--- config.mk ---
export PLATFORM = sky130hd
export DESIGN_NAME = pri_voq_requester
export DESIGN_NICKNAME = d
export VERILOG_FILES = /design/src/rtl/pri_voq_requester.sv
export SDC_FILE = /design/constraint.sdc
export NUM_CORES = 1
export LEC_CHECK = 0
export BUFFER_PORTS_ARGS = -buffer_cell sky130_fd_sc_hd__buf_2
export CORE_AREA = 8 8 250 252
export DETAILED_ROUTE_END_ITERATION = 10
export DIE_AREA = 0 0 258 260
export GPL_ROUTABILITY_DRIVEN = 0
export PLACE_DENSITY = 0.47
export SYNTH_ARGS = -nofsm -noshare
export SYNTH_HDL_FRONTEND = slang
export SYNTH_SLANG_ARGS = --single-unit
export TNS_END_PERCENT = 5
--- constraint.sdc ---
create_clock -name clk -period 20 [get_ports clk]
set_clock_uncertainty 0.15 [all_clocks]
set_input_delay 2 -clock clk [delete_from_list [all_inputs] [get_ports clk]]
set_output_delay 2 -clock clk [all_outputs]
set_load 0.03 [all_outputs]
--- src/rtl/pri_voq_requester.sv ---
`default_nettype none
// ============================================================================
//  Module      : pri_voq_requester
//  Description : Input-port half of a prioritised iSLIP scheduler. Tracks VOQ
//                occupancy per (output, priority), requests each output at its
//                highest pending priority and accepts one returned grant.
//  Revision    : 1.0  initial release
// ============================================================================
module pri_voq_requester #(
    parameter int N = 4,
    parameter int P = 8,
    parameter int C = $clog2(P),
    parameter int D = 16,
    parameter int W = $clog2(D + 1)
) (
    input  logic                   clk,
    input  logic                   reset,
    input  logic                   enq_valid,
    input  logic [$clog2(N)-1:0]   enq_out,
    input  logic [C-1:0]           enq_pri,
    output logic                   enq_ready,
    output logic [N-1:0]           req,
    output logic [N-1:0][C-1:0]    pri_req,
    input  logic                   gnt_valid,
    input  logic [N-1:0]           gnt_in,
    input  logic [N-1:0][C-1:0]    gnt_pri,
    input  logic                   update_en,
    output logic [N-1:0]           accept,
    output logic                   any_accept,
    output logic [C-1:0]           accept_pri
);

    localparam int c_idx_w = $clog2(N);

    logic [N-1:0][P-1:0][W-1:0]   r_cnt;
    logic [P-1:0][c_idx_w-1:0]    r_ptr;
    logic [N-1:0]                 r_accept;
    logic                         r_any_accept;
    logic [C-1:0]                 r_accept_pri;

    logic                         w_enq_fire;
    logic [N-1:0]                 w_req;
    logic [N-1:0][C-1:0]          w_pri_req;
    logic [N-1:0]                 w_elig;
    logic [C-1:0]                 w_pmax;
    logic                         w_win_valid;
    logic [c_idx_w-1:0]           w_win;
    logic [c_idx_w:0]             w_idx;
    logic [c_idx_w-1:0]           w_ptr_next;

    assign enq_ready  = (r_cnt[enq_out][enq_pri] != W'(D));
    assign w_enq_fire = enq_valid & enq_ready;

    // Ascending scan so the highest nonzero priority is the one left standing.
    always_comb begin
        w_req     = '0;
        w_pri_req = '0;
        for (int j = 0; j < N; j++) begin
            for (int p = 0; p < P; p++) begin
                if (r_cnt[j][p] != '0) begin
                    w_req[j]     = 1'b1;
                    w_pri_req[j] = C'(p);
                end
            end
        end
    end

    assign req     = w_req;
    assign pri_req = w_pri_req;

    // A grant is usable only if its VOQ still holds a cell, which also keeps counters from underflowing.
    always_comb begin
        w_elig = '0;
        w_pmax = '0;
        for (int j = 0; j < N; j++) begin
            w_elig[j] = gnt_valid & gnt_in[j] & (r_cnt[j][gnt_pri[j]] != '0);
            if (w_elig[j] && (gnt_pri[j] > w_pmax)) begin
                w_pmax = gnt_pri[j];
            end
        end
    end

    always_comb begin
        w_win_valid = 1'b0;
        w_win       = '0;
        w_idx       = '0;
        for (int k = 0; k < N; k++) begin
            w_idx = {1'b0, r_ptr[w_pmax]} + (c_idx_w + 1)'(k);
            if (w_idx >= (c_idx_w + 1)'(N)) begin
                w_idx = w_idx - (c_idx_w + 1)'(N);
            end
            if (!w_win_valid && w_elig[w_idx[c_idx_w-1:0]] &&
                (gnt_pri[w_idx[c_idx_w-1:0]] == w_pmax)) begin
                w_win_valid = 1'b1;
                w_win       = w_idx[c_idx_w-1:0];
            end
        end
    end

    assign w_ptr_next = (w_win == c_idx_w'(N - 1)) ? '0 : w_win + c_idx_w'(1);

    always_ff @(posedge clk) begin
        if (!reset) begin
            r_cnt        <= '0;
            r_ptr        <= '0;
            r_accept     <= '0;
            r_any_accept <= 1'b0;
            r_accept_pri <= '0;
        end else begin
            for (int j = 0; j < N; j++) begin
                for (int p = 0; p < P; p++) begin
                    // Simultaneous enqueue and dequeue on one VOQ cancel out.
                    if (w_enq_fire && (enq_out == c_idx_w'(j)) && (enq_pri == C'(p))) begin
                        if (!(w_win_valid && (w_win == c_idx_w'(j)) && (w_pmax == C'(p)))) begin
                            r_cnt[j][p] <= r_cnt[j][p] + W'(1);
                        end
                    end else if (w_win_valid && (w_win == c_idx_w'(j)) && (w_pmax == C'(p))) begin
                        r_cnt[j][p] <= r_cnt[j][p] - W'(1);
                    end
                end
            end
            if (w_win_valid) begin
                r_accept     <= {{(N-1){1'b0}}, 1'b1} << w_win;
                r_any_accept <= 1'b1;
                r_accept_pri <= w_pmax;
                if (update_en) begin
                    r_ptr[w_pmax] <= w_ptr_next;
                end
            end else begin
                r_accept     <= '0;
                r_any_accept <= 1'b0;
                r_accept_pri <= '0;
            end
        end
    end

    assign accept     = r_accept;
    assign any_accept = r_any_accept;
    assign accept_pri = r_accept_pri;

endmodule
`default_nettype wire

# After elaboration in Yosys (flattened, before gate mapping)

Index checks and enable logic that the tools add are counted.

Input bits: 26
Bits in registers: 184
Logic and storage cells: 602

$add $sub $neg: 72
Equality and inequality tests: 57
Mux-type cells: 207
$lt $le $gt $ge: 20
Bitwise logic cells: 9
Reductions and logical operators: 193
Shift operators: 1

Operator list:

| cell                                                                   | count |
|---|---|
| 5-bit 2-to-1 mux                                                       | 101 |
| 5-bit nonzero test                                                     | 36 |
| 5-bit by 1-bit adder with 5-bit output (second input constant)         | 32 |
| 5-bit by 1-bit subtractor with 5-bit output (second input constant)    | 32 |
| 3-bit 2-to-1 mux                                                       | 32 |
| 1-bit logical AND                                                      | 84 |
| 40-bit binary-select mux with 2-bit select                             | 1 |
| 5-bit binary-select mux with 3-bit select                              | 5 |
| 2-bit AND reduction                                                    | 34 |
| 2-bit != test (second input constant)                                  | 32 |
| 2-bit nonzero test                                                     | 32 |
| 1-bit 2-to-1 mux                                                       | 45 |
| 40-bit 2-to-1 mux                                                      | 1 |
| 3-bit binary-select mux with 2-bit select                              | 4 |
| 3-bit equality test (second input constant)                            | 8 |
| 3-bit by 4-bit < comparator with 1-bit output (second input constant)  | 6 |
| 2-bit 2-to-1 mux                                                       | 11 |
| 16-bit bitwise mux                                                     | 1 |
| 2-bit by 3-bit < comparator with 1-bit output (second input constant)  | 5 |
| 3-bit by 2-bit equality test with 1-bit output (second input constant) | 4 |
| 3-bit equality test                                                    | 4 |
| 1-bit bitwise AND                                                      | 9 |
| 3-bit greater-or-equal comparator (second input constant)              | 3 |
| 3-bit greater-than comparator                                          | 3 |
| 18 further kinds                                                       | 34 |

# Depth between registers and ports, before layout

Gate-level depths: netlist of run 1.

Depth after elaboration: 41
Gate-level depth with buffers: 47
Depth with buffers taken out: 41

# Worst setup path before layout of run 1

OpenSTA, ideal clock, no wires.

Path kind: input to register
Start: input gnt_pri[1] in the netlist's numbering
End: register r_cnt[66] in the netlist's numbering
Path buffers: 4
Arrival time: 10.526 ns
Library setup time: 0.128 ns
Path slack: 9.197 ns
Stages on the path: 42
Cell sequence: inv_2 -> mux4_2 -> mux2_2 -> a21oi_1 -> nand2_1 -> ha_1 -> nand3_1 -> o21ai_0 -> or2_2 -> or3b_1 -> buf_4 -> a31oi_1 -> ha_1 -> nor2b_1 -> o21a_1 -> o2111ai_1 -> nor2_2 -> a211oi_1 -> [6 not listed] -> nand3_1 -> a32oi_1 -> a22o_1 -> buf_6 -> mux2i_1 -> o21ai_0 -> a31oi_1 -> nor3_4 -> o41a_1 -> inv_1 -> ha_1 -> clkbuf_1 -> nand2_1 -> nor3_1 -> nor2_1 -> nor2_1 -> mux2i_1 -> nor2_1

Cells in the longest elaborated chain, start to end: 41
Elaborated cells between the ends (all ways): 78
Those cells by class: 7 x add/sub; 8 x order compare; 7 x eq/ne; 36 x mux; 1 x bitwise; 19 x reduce/logical

RTL lines:

| item                                                          | line     | text |
|---|---|---|
| start: declaration                                            | 26       | `input logic [N-1:0][C-1:0] gnt_pri,` |
| 5-bit binary-select mux with 3-bit select                     | 76       | `w_elig[j] = gnt_valid & gnt_in[j] & (r_cnt[j][gnt_pri[j]] != '0);` |
| 5-bit 2-to-1 mux (implied by the code)                        | 76       |  |
| 5-bit nonzero test                                            | 76       |  |
| 1-bit bitwise AND                                             | 76       |  |
| 1-bit logical AND                                             | 77       | `if (w_elig[j] && (gnt_pri[j] > w_pmax)) begin` |
| 3-bit 2-to-1 mux                                              | 77       |  |
| 3-bit greater-than comparator                                 | 77       |  |
| 1-bit logical AND                                             | 77       |  |
| [24 not listed]                                               | --       |  |
| 1-bit logical NOT                                             | 92       | `if (!w_win_valid && w_elig[w_idx[c_idx_w-1:0]] &&` |
| 1-bit logical AND (2 in series)                               | 92       |  |
| 2-bit 2-to-1 mux                                              | 92       |  |
| 2-bit by 1-bit equality test with 1-bit output                | 114, 117 |  |
| 1-bit logical AND                                             | 114, 117 |  |
| 1-bit logical AND (*)                                         | 114, 117 |  |
| 2-bit != test (no line) or 2-bit nonzero test (tied branches) | --       |  |
| 2-bit AND reduction (no line) (*)                             | --       |  |
| end signal: indexed assignment                                | 115      | `r_cnt[j][p] <= r_cnt[j][p] + W'(1);` |
| end signal: indexed assignment                                | 118      | `r_cnt[j][p] <= r_cnt[j][p] - W'(1);` |
| end: declaration                                              | 35       | `logic [N-1:0][P-1:0][W-1:0] r_cnt;` |

Mark *: on every way between the ends. The rest lies on a longest branch, timed or not. The select of a mux whose other input is x is not followed.
A chain may end at the register's enable or synchronous reset.

# Worst setup path in the final report of run 1

Start: input gnt_pri[1] in the netlist's numbering
End: register r_cnt[2] in the netlist's numbering

Cells in the longest elaborated chain, start to end: 41
Elaborated cells between the ends (all ways): 78
Those cells by class: 7 x add/sub; 8 x order compare; 5 x eq/ne; 36 x mux; 1 x bitwise; 21 x reduce/logical

RTL lines:

| item                                                          | line |
|---|---|
| 5-bit binary-select mux with 3-bit select                     | 76 |
| 5-bit 2-to-1 mux (implied by the code)                        | 76 |
| 5-bit nonzero test                                            | 76 |
| 1-bit bitwise AND                                             | 76 |
| 1-bit logical AND                                             | 77 |
| 3-bit 2-to-1 mux                                              | 77 |
| 3-bit greater-than comparator                                 | 77 |
| 1-bit logical AND                                             | 77 |
| [24 not listed]                                               | -- |
| 1-bit logical NOT                                             | 92 |
| 1-bit logical AND (2 in series)                               | 92 |
| 2-bit 2-to-1 mux                                              | 92 |
| 2-bit logical NOT                                             | 114, 117 |
| 1-bit logical AND                                             | 114, 117 |
| 1-bit logical AND (*)                                         | 114, 117 |
| 2-bit != test (no line) or 2-bit nonzero test (tied branches) | -- |
| 2-bit AND reduction (no line) (*)                             | -- |

Marks and branches as above.

==> summary.txt, run 1 <==
Status
  – Status: complete, no violations

Yosys
  – Synth warnings: 0
  – Main synth FF type: dfxtp_1
  – Sequential share of the synthesized area: 0.255
  – Mapped Nets: 1902
  – Post-synth ARST share: 0
  – Post-Syn Instances: 1735
  – Synth Register Bits: 184
  – Count of different cell masters after synthesis: 91
  – EDFF count, synth: 0
  – Syn avg cell area: around 8.3 um^2
  – Cell Area, Synth: 0.0144 mm^2

Global routing
  – Global-route wire length before repair: 71600 um
  – Vias in the first global route: 12.2k
  – Initial antenna violation count: 1
  – Total gr overflow: 0
  – Largest net degree at the start of global routing: 76
  – Gr usage total: 0.135

Drt
  – ANT nets after route: 0
  – Highest routed layer: met5
  – M1 WL: 21800 um
  – Routed wl met2: between 20000 and 25000 um
  – Residual DRC: 0
  – WL met3: 1890 um
  – Vias/cell: between 5 and 6
  – Router iterations before antenna repair: 5
  – DR WL/cell: 18.0 um
  – Initial DRC count: 913
  – Final wirelength: 45600 um
  – Vias: 13.0k

CTS
  – Setup bufs post-CTS: 0
  – CTS Buf Count: 17
  – Sink Count: 184
  – Clk_lat worst skew: between 0.4 and 0.5 ns
  – Clock H-tree levels: 4
  – Root Buffer: clkbuf_16
  – CTS clock-pin slew for the worst setup and hold paths: 0.07 ns
  – Buffer depth of the longest clock path: 2
  – CTS tree: built
  – CTS Hold Buffers Added: 0
  – Cts repair resizes: 0

Setup path
  – R2r worst-path depth: 39
  – Cell mode on critical path: ha_1
  – Setup crit end kind: flop
  – CP Data Arrival Time: approximately 14 ns
  – CP max FO: 15
  – Slowest stage cell on the critical path: o31ai_4
  – Critical path launch point: gnt_pri[1]
  – Worst R2R Start: r_cnt[0]
  – Worst Path Required: 20.15 ns
  – Crit Reg-Reg Endpoint: r_cnt[2]
  – CP max stage delay: 0.93 ns
  – Worst setup path endpoint: r_cnt[2]
  – R2R setup slack: 8.02 ns
  – Startpoint Class: primary input
  – CP Class: primary input to flop

Timing
  – Slew HR: 0.270
  – Worst slew pin tran: 1.09 ns
  – Setup Viol. Count Final: 0
  – RSZ-0062 raised after global routing: false
  – Tcrit/Tclk final: 0.668
  – Final Hold Vio Count: 0
  – Slew Limit Fails: 0
  – Highest Clock Rate: 74.9 MHz
  – PnR worst setup slack: 6.64 ns
  – Post-route minimum period: 13.36 ns
  – Final setup TNS: 0 ns

Floorplanning
  – Starting Density: 0.247
  – Die height: 260 um
  – Die X-Extent: 258 um
  – Core area: slightly below 0.06 mm^2
  – Top-Level Pins: 51
  – Die area: 0.0671 mm^2
  – # rows: 89

Pwr
  – Worst vdd ir: 0.0659 mV
  – Net Sw Frac: 0.363
  – P_sw: 0.386 mW
  – Cell Pwr Density: 66.5 mW/mm^2
  – Sequential share of power: 0.373
  – Power Internal: 0.677 mW
  – Cell leakage power: between 6 and 7 nW
  – Power share of the clock group: 0.321
  – Comb pwr share: 0.305

Finish
  – Post-layout nets: 1910
  – Layout area overhead: 10.8%
  – # diodes: 0
  – Commonest non-fill, non-tap cell in the layout: nor2_1
  – Most frequent cells in the layout: nor2_1, dfxtp_1, a21oi_1
  – Post-layout util: 0.274
  – Layout cell share with drive strength beyond 1: 0.0832
  – Post-Layout Cell Count: 2527
  – Post-route cell area: 0.0160 mm^2

Place
  – Port Buffers: 50
  – Dpl ws: 6.36 ns
  – DPL Wire Length: 34800 um
  – Area after DPL: roughly 0.015 mm^2
  – Dpl cells: ~2.5k

Worst hold path
  – Hold crit path type: flop to flop

Run
  – Max-capacitance violation count: 0
## stage by stage
step                      hold WS (ns)  power [mW]
after global routing             0.364        1.12
after CTS                        0.345        1.08
final                            0.340        1.06
after floorplan                  0.285       0.633
after detailed placement         0.331       0.729
after global placement           0.301       0.726
## final cells by class
| class | instances | area [um^2] |
|---|---|---|
| Fill cell | 6309 | 42500 |
| Inverter | 38 | 145 |
| Sequential cell | 184 | 3680 |
| Tap cell | 773 | 967 |
| Clock inverter | 12 | 130 |
| Timing Repair Buffer | 59 | 318 |
| Multi-Input combinational cell | 1443 | 10300 |
| Clock buffer | 18 | 429 |
## synth_stat cells, types with 10 or more instances
master	number	area [um^2]
o21ai_0	52	260
xor2_1	83	727
o211ai_1	16	120
inv_1	35	131
nor2b_1	10	62.6
nand4_1	23	144
and2_1	15	93.8
and3_1	22	138
or2_2	14	87.6
mux2i_1	75	751
nand3_1	64	320
xnor2_1	60	526
a32oi_1	10	87.6
clkbuf_1	51	191
nor3b_1	11	82.6
a21oi_1	153	766
nor2_1	248	931
nor3_1	32	160
or3_1	27	169
ha_1	109	1360
dfxtp_1	184	3680
or4_1	17	128
a21o_1	69	518
fa_1	32	641
nor4_1	32	200
nand2_1	107	402
nand2b_1	11	68.8
buf_2	14	70.1
## routing by layer
metal	track usage	vias up
li1	-	6319
met1	0.180	6335
met2	0.217	294
met3	0.0242	56
met4	0.0473	2
met5	0	-
## worst max-delay path: cells and delay by family
family                   cells  cell delay (ns)
buffers and inverters        3             0.58
AND/OR/NAND/NOR             14             4.10
adder cells (fa/ha/maj)      4             1.31
multiplexers                 2             0.86
AO/OA/AOI/OAI               16             4.56
## worst min-delay path by stage
stage,start,end,slack (ns),depth (start not counted)
after global routing,r_ptr[7],r_ptr[7],0.36,2
after global placement,r_ptr[5],r_ptr[5],0.30,2
after CTS,r_ptr[7],r_ptr[7],0.35,2
final,r_ptr[7],r_ptr[7],0.34,2
after detailed placement,r_ptr[7],r_ptr[7],0.33,2
after floorplan,r_ptr[5],r_ptr[5],0.29,2
## flip-flops by register name, indices dropped and copies added (netlist names)
| signal | count |
|---|---|
| r_cnt | 160 |
| r_ptr | 16 |
| accept | 4 |
| accept_pri | 3 |
| any_accept | 1 |
## power by group through the flow
stage / logic (mW) / clock network [mW] / registers, mW
6_report: 0.324 / 0.342 / 0.397
5_1_grt: 0.354 / 0.367 / 0.399
4_1_cts: 0.326 / 0.354 / 0.397
3_5_place_dp: 0.324 / 0 / 0.405
3_3_place_gp: 0.321 / 0 / 0.405
2_1_floorplan: 0.232 / 0 / 0.401
## logic make-up after synthesis
logic type	Yosys count	synth area share
flip-flops	184	0.255
buffers and inverters	108	0.0311
XOR/XNOR	146	0.0914
AND/OR/NAND/NOR	662	0.226
adder cells (fa/ha/maj)	141	0.139
AO/OA/AOI/OAI	406	0.188
multiplexers	88	0.0692
No activity file was read; power rests on OpenSTA's default activity.
==> inputs of run 2 (changes only) <==
Settings changed: ABC_AREA set to 1, CORE_AREA 8 8 250 252 to 8 8 267 269, DIE_AREA 0 0 258 260 to 0 0 275 277.
Clock period 20 ns to 13.93 ns, I/O delays scaled along.
==> summary.txt, run 2 <==
Status
  – Status: complete, no violations (unchanged)

Yosys
  – Main synth FF type: dfxtp_1 (unchanged)
  – Mapped Nets: 2782 (was 1902)
  – Top-count cell post-synth: nand2_1 (was nor2_1)
  – EDFF count, synth: 0 (unchanged)
  – Post-Syn Instances: 2615 (was 1735)
  – Most frequent cells after synthesis: nand2_1, nor2_1, nand3_1 (was nor2_1, dfxtp_1, a21oi_1)
  – Count of different cell masters after synthesis: 53 (was 91)
  – Post-synth ARST share: 0 (unchanged)
  – Cell Area, Synth: 0.0165 mm^2 (was 0.0144 mm^2)
  – Top post-synthesis cells by area: dfxtp_1, nand2_1, nor2_1, nand3_1, ha_1 (was dfxtp_1, ha_1, nor2_1, a21oi_1, mux2i_1)
  – Synth Register Bits: 184 (unchanged)
  – Sequential share of the synthesized area: 0.223 (was 0.255)
  – Cell taking the most area after synthesis: dfxtp_1 (unchanged)
  – Syn avg cell area: 6.33 um^2 (was 8.32 um^2)
  – Post-synth top area share: 0.223 (was 0.255)
  – Synth warnings: 0 (unchanged)

Drt
  – Initial DRC count: 1284 (was 913)
  – Final wirelength: 55400 um (was 45600 um)
  – Router iterations before antenna repair: 5 (unchanged)
  – Routed wl met2: 24400 um (was 20700 um)
  – Vias: 16.5k (was 13.0k)
  – M1 WL: 27000 um (was 21800 um)
  – Residual DRC: 0 (unchanged)
  – Vias/cell: 4.68 (was 5.15)
  – DR WL/cell: 15.8 um (was 18.0 um)
  – WL met3: 2640 um (was 1890 um)
  – Highest routed layer: met5 (unchanged)
  – ANT nets after route: 0 (unchanged)

Setup path
  – CP max stage delay: 0.96 ns (was 0.93 ns)
  – CP max FO: 25 (was 15)
  – Critical path launch point: gnt_pri[0] (was gnt_pri[1])
  – Startpoint Class: primary input (unchanged)
  – Worst R2R Start: r_cnt[5] (was r_cnt[0])
  – Worst setup path endpoint: r_cnt[143] (was r_cnt[2])
  – R2R setup slack: 4.69 ns (was 8.02 ns)
  – CP Data Arrival Time: 10.23 ns (was 13.51 ns)
  – R2r worst-path depth: 52 (was 39)
  – Slowest stage cell on the critical path: ha_1 (was o31ai_4)
  – Crit Reg-Reg Endpoint: r_cnt[143] (was r_cnt[2])
  – CP Class: primary input to flop (unchanged)
  – Cell mode on critical path: nand2_1 (was ha_1)
  – Setup crit end kind: flop (unchanged)
  – Worst Path Required: 14.22 ns (was 20.15 ns)

Finish
  – Layout cell share with drive strength beyond 1: 0.0610 (was 0.0832)
  – Commonest non-fill, non-tap cell in the layout: nand2_1 (was nor2_1)
  – Max reg flops: 160 (unchanged)
  – Largest Register: r_cnt (unchanged)
  – Layout area overhead: 10.2% (was 10.8%)
  – Post-layout util: 0.273 (was 0.274)
  – Most frequent cells in the layout: nand2_1, nor2_1, nand3_1 (was nor2_1, dfxtp_1, a21oi_1)
  – Post-layout nets: 2794 (was 1910)

Timing
  – Setup Viol. Count Final: 0 (unchanged)
  – Slew HR: 0.198 (was 0.270)
  – Final Hold Vio Count: 0 (unchanged)
  – Worst slew pin tran: 1.20 ns (was 1.09 ns)
  – Post-route minimum period: between 9 and 10 ns
  – RSZ-0062 raised after global routing: false (unchanged)
  – Final setup TNS: 0 ns (unchanged)
  – Slew Limit Fails: 0 (unchanged)
  – Tcrit/Tclk final: 0.714
  – Highest Clock Rate: slightly above 100 MHz

Floorplanning
  – # rows: 95 (was 89)
  – Top-Level Pins: 51 (unchanged)
  – Starting Density: 0.248 (was 0.247)
  – Die X-Extent: 275 um (was 258 um)
  – Core area: 0.0668 mm^2 (was 0.0585 mm^2)
  – Die height: 277 um (was 260 um)
  – Die area: 0.0762 mm^2 (was 0.0671 mm^2)

Pwr
  – Cell Pwr Density: 130 mW/mm^2 (was 66.5 mW/mm^2)
  – Cell leakage power: 8.33 nW (was 6.84 nW)
  – Worst vdd ir: 0.110 mV (was 0.0659 mV)

CTS
  – Clk_lat worst skew: 0.50 ns (was 0.47 ns)
  – CTS tree: built (unchanged)
  – Sink Count: 184 (unchanged)
  – Setup bufs post-CTS: 0 (unchanged)
  – Buffer depth of the longest clock path: 2 (unchanged)
  – CTS Buf Count: 17 (unchanged)
  – Cts repair resizes: 0 (unchanged)
  – Clock H-tree levels: 4 (unchanged)
  – CTS clock-pin slew for the worst setup and hold paths: 0.08 ns (was 0.07 ns)
  – CTS Hold Buffers Added: 0 (unchanged)
  – Root Buffer: clkbuf_16 (unchanged)

Global routing
  – Global-route wire length before repair: 86600 um (was 71600 um)
  – Total gr overflow: 0 (unchanged)
  – Gr usage total: 0.145 (was 0.135)
  – Vias in the first global route: 15.3k (was 12.2k)
  – Initial antenna violation count: 3 (was 1)
  – Largest net degree at the start of global routing: 86 (was 76)

Place
  – Port Buffers: 50 (unchanged)
  – DPL Wire Length: 42100 um (was 34800 um)

Worst hold path
  – Hold crit path type: flop to flop (unchanged)

Run
  – Max-capacitance violation count: 0 (unchanged)
==> run 2: cell count changes in the layout (fill, tap and decap cells not counted), moves of 37 or more <==
cell and delta:
nand2_1 +515, nand3_1 +293, nor2_1 +237, inv_1 +219
mux2i_1 -75, a21o_1 -69, nand4_1 +38, a21oi_1 -37
==> run 2: worst min path at each step <==
stage | start | to | slack (ns) | depth (start not counted)
2_1_floorplan | r_cnt[139] | r_cnt[139] | 0.31 | 2
3_3_place_gp | r_cnt[139] | r_cnt[139] | 0.33 | 2
3_5_place_dp | r_cnt[139] | r_cnt[139] | 0.33 | 2
4_1_cts | r_cnt[139] | r_cnt[139] | 0.34 | 2
5_1_grt | r_cnt[149] | r_cnt[149] | 0.38 | 2
6_report | r_cnt[139] | r_cnt[139] | 0.34 | 2
==> run 2: routing by layer <==
metal  track usage  up-vias
li1              -     8591
met1         0.198     7508
met2         0.224      292
met3        0.0336       63
met4        0.0440        2
met5             0        -
==> run 2: logic make-up after synthesis <==
kind of cell / after synthesis / share of synthesized area
fa+ha+maj: 141 / 0.121
buf+inv: 333 / 0.0829
simple gates: 1629 / 0.436
flops: 184 / 0.223
xor+xnor: 128 / 0.0677
compound gates: 200 / 0.0693
==> run 2: where the power goes <==
| group | switching [mW] | leakage, nW | internal, mW |
|---|---|---|---|
| clock | 0.240 | 0.295 | 0.297 |
| sequential | 0.0438 | 1.49 | 0.564 |
| combinational | 0.884 | 6.55 | 0.336 |
| total | 1.17 | 8.33 | 1.20 |
==> run 2: layout make-up <==
| class | instances | area (um^2) |
|---|---|---|
| Multi-Input combinational cell | 2098 | 11500 |
| Sequential cell | 184 | 3680 |
| Tap cell | 873 | 1090 |
| Inverter | 264 | 991 |
| Antenna cell | 1 | 2.50 |
| Clock inverter | 5 | 83.8 |
| Fill cell | 7567 | 48600 |
| Clock buffer | 26 | 529 |
| Timing Repair Buffer | 62 | 347 |
==> run 2: through the flow <==
stage | instances | area, um^2 | hold WS (ns) | power (mW) | worst slack [ns]
floorplan | 2615 | 16500 | 0.305 | 1.55 | 5.55
global placement | 3481 | 17600 | 0.328 | 1.84 | 3.76
detailed placement | 3481 | 17600 | 0.332 | 1.83 | 3.64
CTS | 3512 | 18200 | 0.343 | 2.38 | 4.18
global route | 3512 | 18200 | 0.380 | 2.54 | 3.06
finish | 3513 | 18200 | 0.339 | 2.37 | 3.99
==> run 2: critical path: cells and delay by family <==
| kind | cells | cell delay (ns) |
|---|---|---|
| buffers and inverters | 5 | 0.96 |
| AO/OA/AOI/OAI | 6 | 0.96 |
| adder cells (fa/ha/maj) | 4 | 1.87 |
| AND/OR/NAND/NOR | 39 | 5.02 |
==> inputs of run 3 (changes only) <==
Settings changed: PLACE_DENSITY 0.47 to 0.48.
Clock period 13.93 ns to 8.8 ns, I/O delays scaled along.
==> summary.txt, run 3 (same netlist as run 2, synthesis figures left out) <==
Floorplanning
  – Top-Level Pins: 51 (unchanged)
  – # rows: 95 (unchanged)
  – Starting Density: 0.248 (unchanged)
  – Die area: 0.0762 mm^2 (unchanged)
  – Die height: 277 um (unchanged)
  – Die X-Extent: 275 um (unchanged)
  – Core area: 0.0668 mm^2 (unchanged)

Pwr
  – Net Sw Frac: 0.492 (was 0.494)
  – Worst vdd ir: 0.157 mV (was 0.110 mV)
  – P_sw: 1.91 mW (was 1.17 mW)
  – Power Internal: 1.98 mW (was 1.20 mW)
  – Sequential share of power: 0.248 (was 0.257)
  – Cell Pwr Density: 210 mW/mm^2 (was 130 mW/mm^2)
  – Power share of the clock group: 0.205 (was 0.227)
  – Cell leakage power: 8.43 nW (was 8.33 nW)
  – Comb pwr share: 0.547 (was 0.516)

CTS
  – CTS tree: built (unchanged)
  – Buffer depth of the longest clock path: 2 (unchanged)
  – Setup bufs post-CTS: 0 (unchanged)
  – CTS Buf Count: 17 (unchanged)
  – Sink Count: 184 (unchanged)
  – Root Buffer: clkbuf_16 (unchanged)
  – Clk_lat worst skew: 0.50 ns (about the same)
  – Clock H-tree levels: 4 (unchanged)
  – CTS clock-pin slew for the worst setup and hold paths: 0.08 ns (about the same)

Timing
  – Final setup TNS: 0 ns (unchanged)
  – Post-route minimum period: 8.04 ns
  – Final Hold Vio Count: 0 (unchanged)
  – Slew Limit Fails: 0 (unchanged)
  – Tcrit/Tclk final: 0.913
  – Setup Viol. Count Final: 0 (unchanged)
  – Slew HR: 0.330 (was 0.198)
  – Worst slew pin tran: 1.00 ns (was 1.20 ns)
  – RSZ-0062 raised after global routing: false (unchanged)
  – Highest Clock Rate: 124 MHz

Drt
  – Final wirelength: 55100 um (was 55400 um)
  – Initial DRC count: 1126 (was 1284)
  – Router iterations before antenna repair: 7 (was 5)
  – Residual DRC: 0 (unchanged)
  – Vias/cell: 4.70 (was 4.68)
  – ANT nets after route: 0 (unchanged)
  – Vias: 16.6k (was 16.5k)
  – DR WL/cell: 15.6 um (was 15.8 um)

Global routing
  – Largest net degree at the start of global routing: 65 (was 86)
  – Vias in the first global route: 15.4k (was 15.3k)
  – Initial antenna violation count: 5 (was 3)
  – Gr usage total: 0.143 (was 0.145)
  – Global-route wire length before repair: 86200 um (was 86600 um)
  – Total gr overflow: 0 (unchanged)

Setup path
  – Crit Reg-Reg Endpoint: r_cnt[9] (was r_cnt[143])
  – Slowest stage cell on the critical path: ha_1 (unchanged)
  – CP max FO: 24 (was 25)
  – Critical path launch point: gnt_pri[0] (unchanged)
  – R2R setup slack: 0.89 ns (was 4.69 ns)
  – Worst setup path endpoint: r_cnt[9] (was r_cnt[143])
  – Worst Path Required: 9.05 ns (was 14.22 ns)
  – Worst R2R Start: r_cnt[15] (was r_cnt[5])
  – CP max stage delay: 0.33 ns (was 0.96 ns)
  – R2r worst-path depth: 54 (was 52)
  – Setup crit end kind: flop (unchanged)
  – CP Data Arrival Time: 8.28 ns (was 10.23 ns)
  – Startpoint Class: primary input (unchanged)
  – Cell mode on critical path: nand2_1 (unchanged)
  – CP Class: primary input to flop (unchanged)

Finish
  – Post-layout nets: 2813 (was 2794)
  – Layout area overhead: 11.8% (was 10.2%)
  – Max reg flops: 160 (unchanged)
  – Post-layout util: 0.277 (was 0.273)
  – Layout cell share with drive strength beyond 1: 0.0722 (was 0.0610)
  – Largest Register: r_cnt (unchanged)
  – Most frequent cells in the layout: nand2_1, nor2_1, nand3_1 (unchanged)
  – Commonest non-fill, non-tap cell in the layout: nand2_1 (unchanged)

Place
  – Port Buffers: 50 (unchanged)
  – DPL Wire Length: 42700 um (was 42100 um)

Worst hold path
  – Hold Crit Start: r_cnt[139] (unchanged)
  – Hold crit path type: flop to flop (unchanged)

Run
  – Max-capacitance violation count: 0 (unchanged)

Status
  – Status: complete, no violations (unchanged)
[run 3: changes by cell type in the layout (fill, tap and decap cells not counted), moves of 2 or more]
cell,previous run,this run
inv_4,0,2
buf_4,12,23
nand2_2,11,16
inv_2,9,7
clkbuf_8,7,1
nand2_1,622,615
inv_6,0,2
clkinv_2,0,3
buf_12,0,6
clkinvlp_4,2,4
[run 3: per-stage QoR]
stage                     hold slack, ns  setup slack [ns]  std cells  power [mW]  area (um^2)
after floorplan                    0.305             0.930       2615        2.45        16500
after global placement             0.330             0.132       3499        3.04        17800
after detailed placement           0.330            0.0401       3499        3.03        17800
after CTS                          0.343             0.577       3531        3.84        18400
after global routing               0.376            0.0130       3532        4.16        18500
final                              0.342             0.762       3533        3.89        18500
[run 3: final cells by class]
type,count,area (um^2)
antenna,1,2.50
clock buffer,19,443
clock inverter,13,121
fill,7547,48300
inverter,264,996
multi-input combinational,2098,11600
sequential,184,3680
tap,873,1090
timing repair buffer,81,589
[run 3: critical path, delay by kind of cell]
kind                     cells  cell delay (ns)
adder cells (fa/ha/maj)      4             1.15
AND/OR/NAND/NOR             38             4.32
buffers and inverters        7             1.00
AO/OA/AOI/OAI                6             0.94
[run 3: worst min-delay path by stage]
stage	depth (start not counted)	end
after global placement	2	r_cnt[139]
final	2	r_cnt[139]
after CTS	2	r_cnt[139]
after floorplan	2	r_cnt[139]
after detailed placement	2	r_cnt[139]
after global routing	2	r_cnt[114]
[run 3: what timing repair did]
item / 4_1_cts / 5_1_grt
hold buffers: 0 / 0
setup endpoints to repair: 0 / 174
gates resized for setup: 0 / 19
[run 3: per-layer routing]
layer | up-vias | routed length [um] | track usage
li1 | 8612 | - | -
met1 | 7591 | 26400 | 0.193
met2 | 337 | 24600 | 0.228
met3 | 60 | 2860 | 0.0286
met4 | 2 | 1280 | 0.0406
met5 | - | 13 | 0
[run 3: power groups by stage]
stage	registers [mW]	clock network (mW)	logic, mW
2_1_floorplan	0.970	0	1.48
3_3_place_gp	0.985	0	2.05
3_5_place_dp	0.982	0	2.04
4_1_cts	0.963	0.830	2.05
5_1_grt	0.975	0.856	2.33
6_report	0.963	0.797	2.13
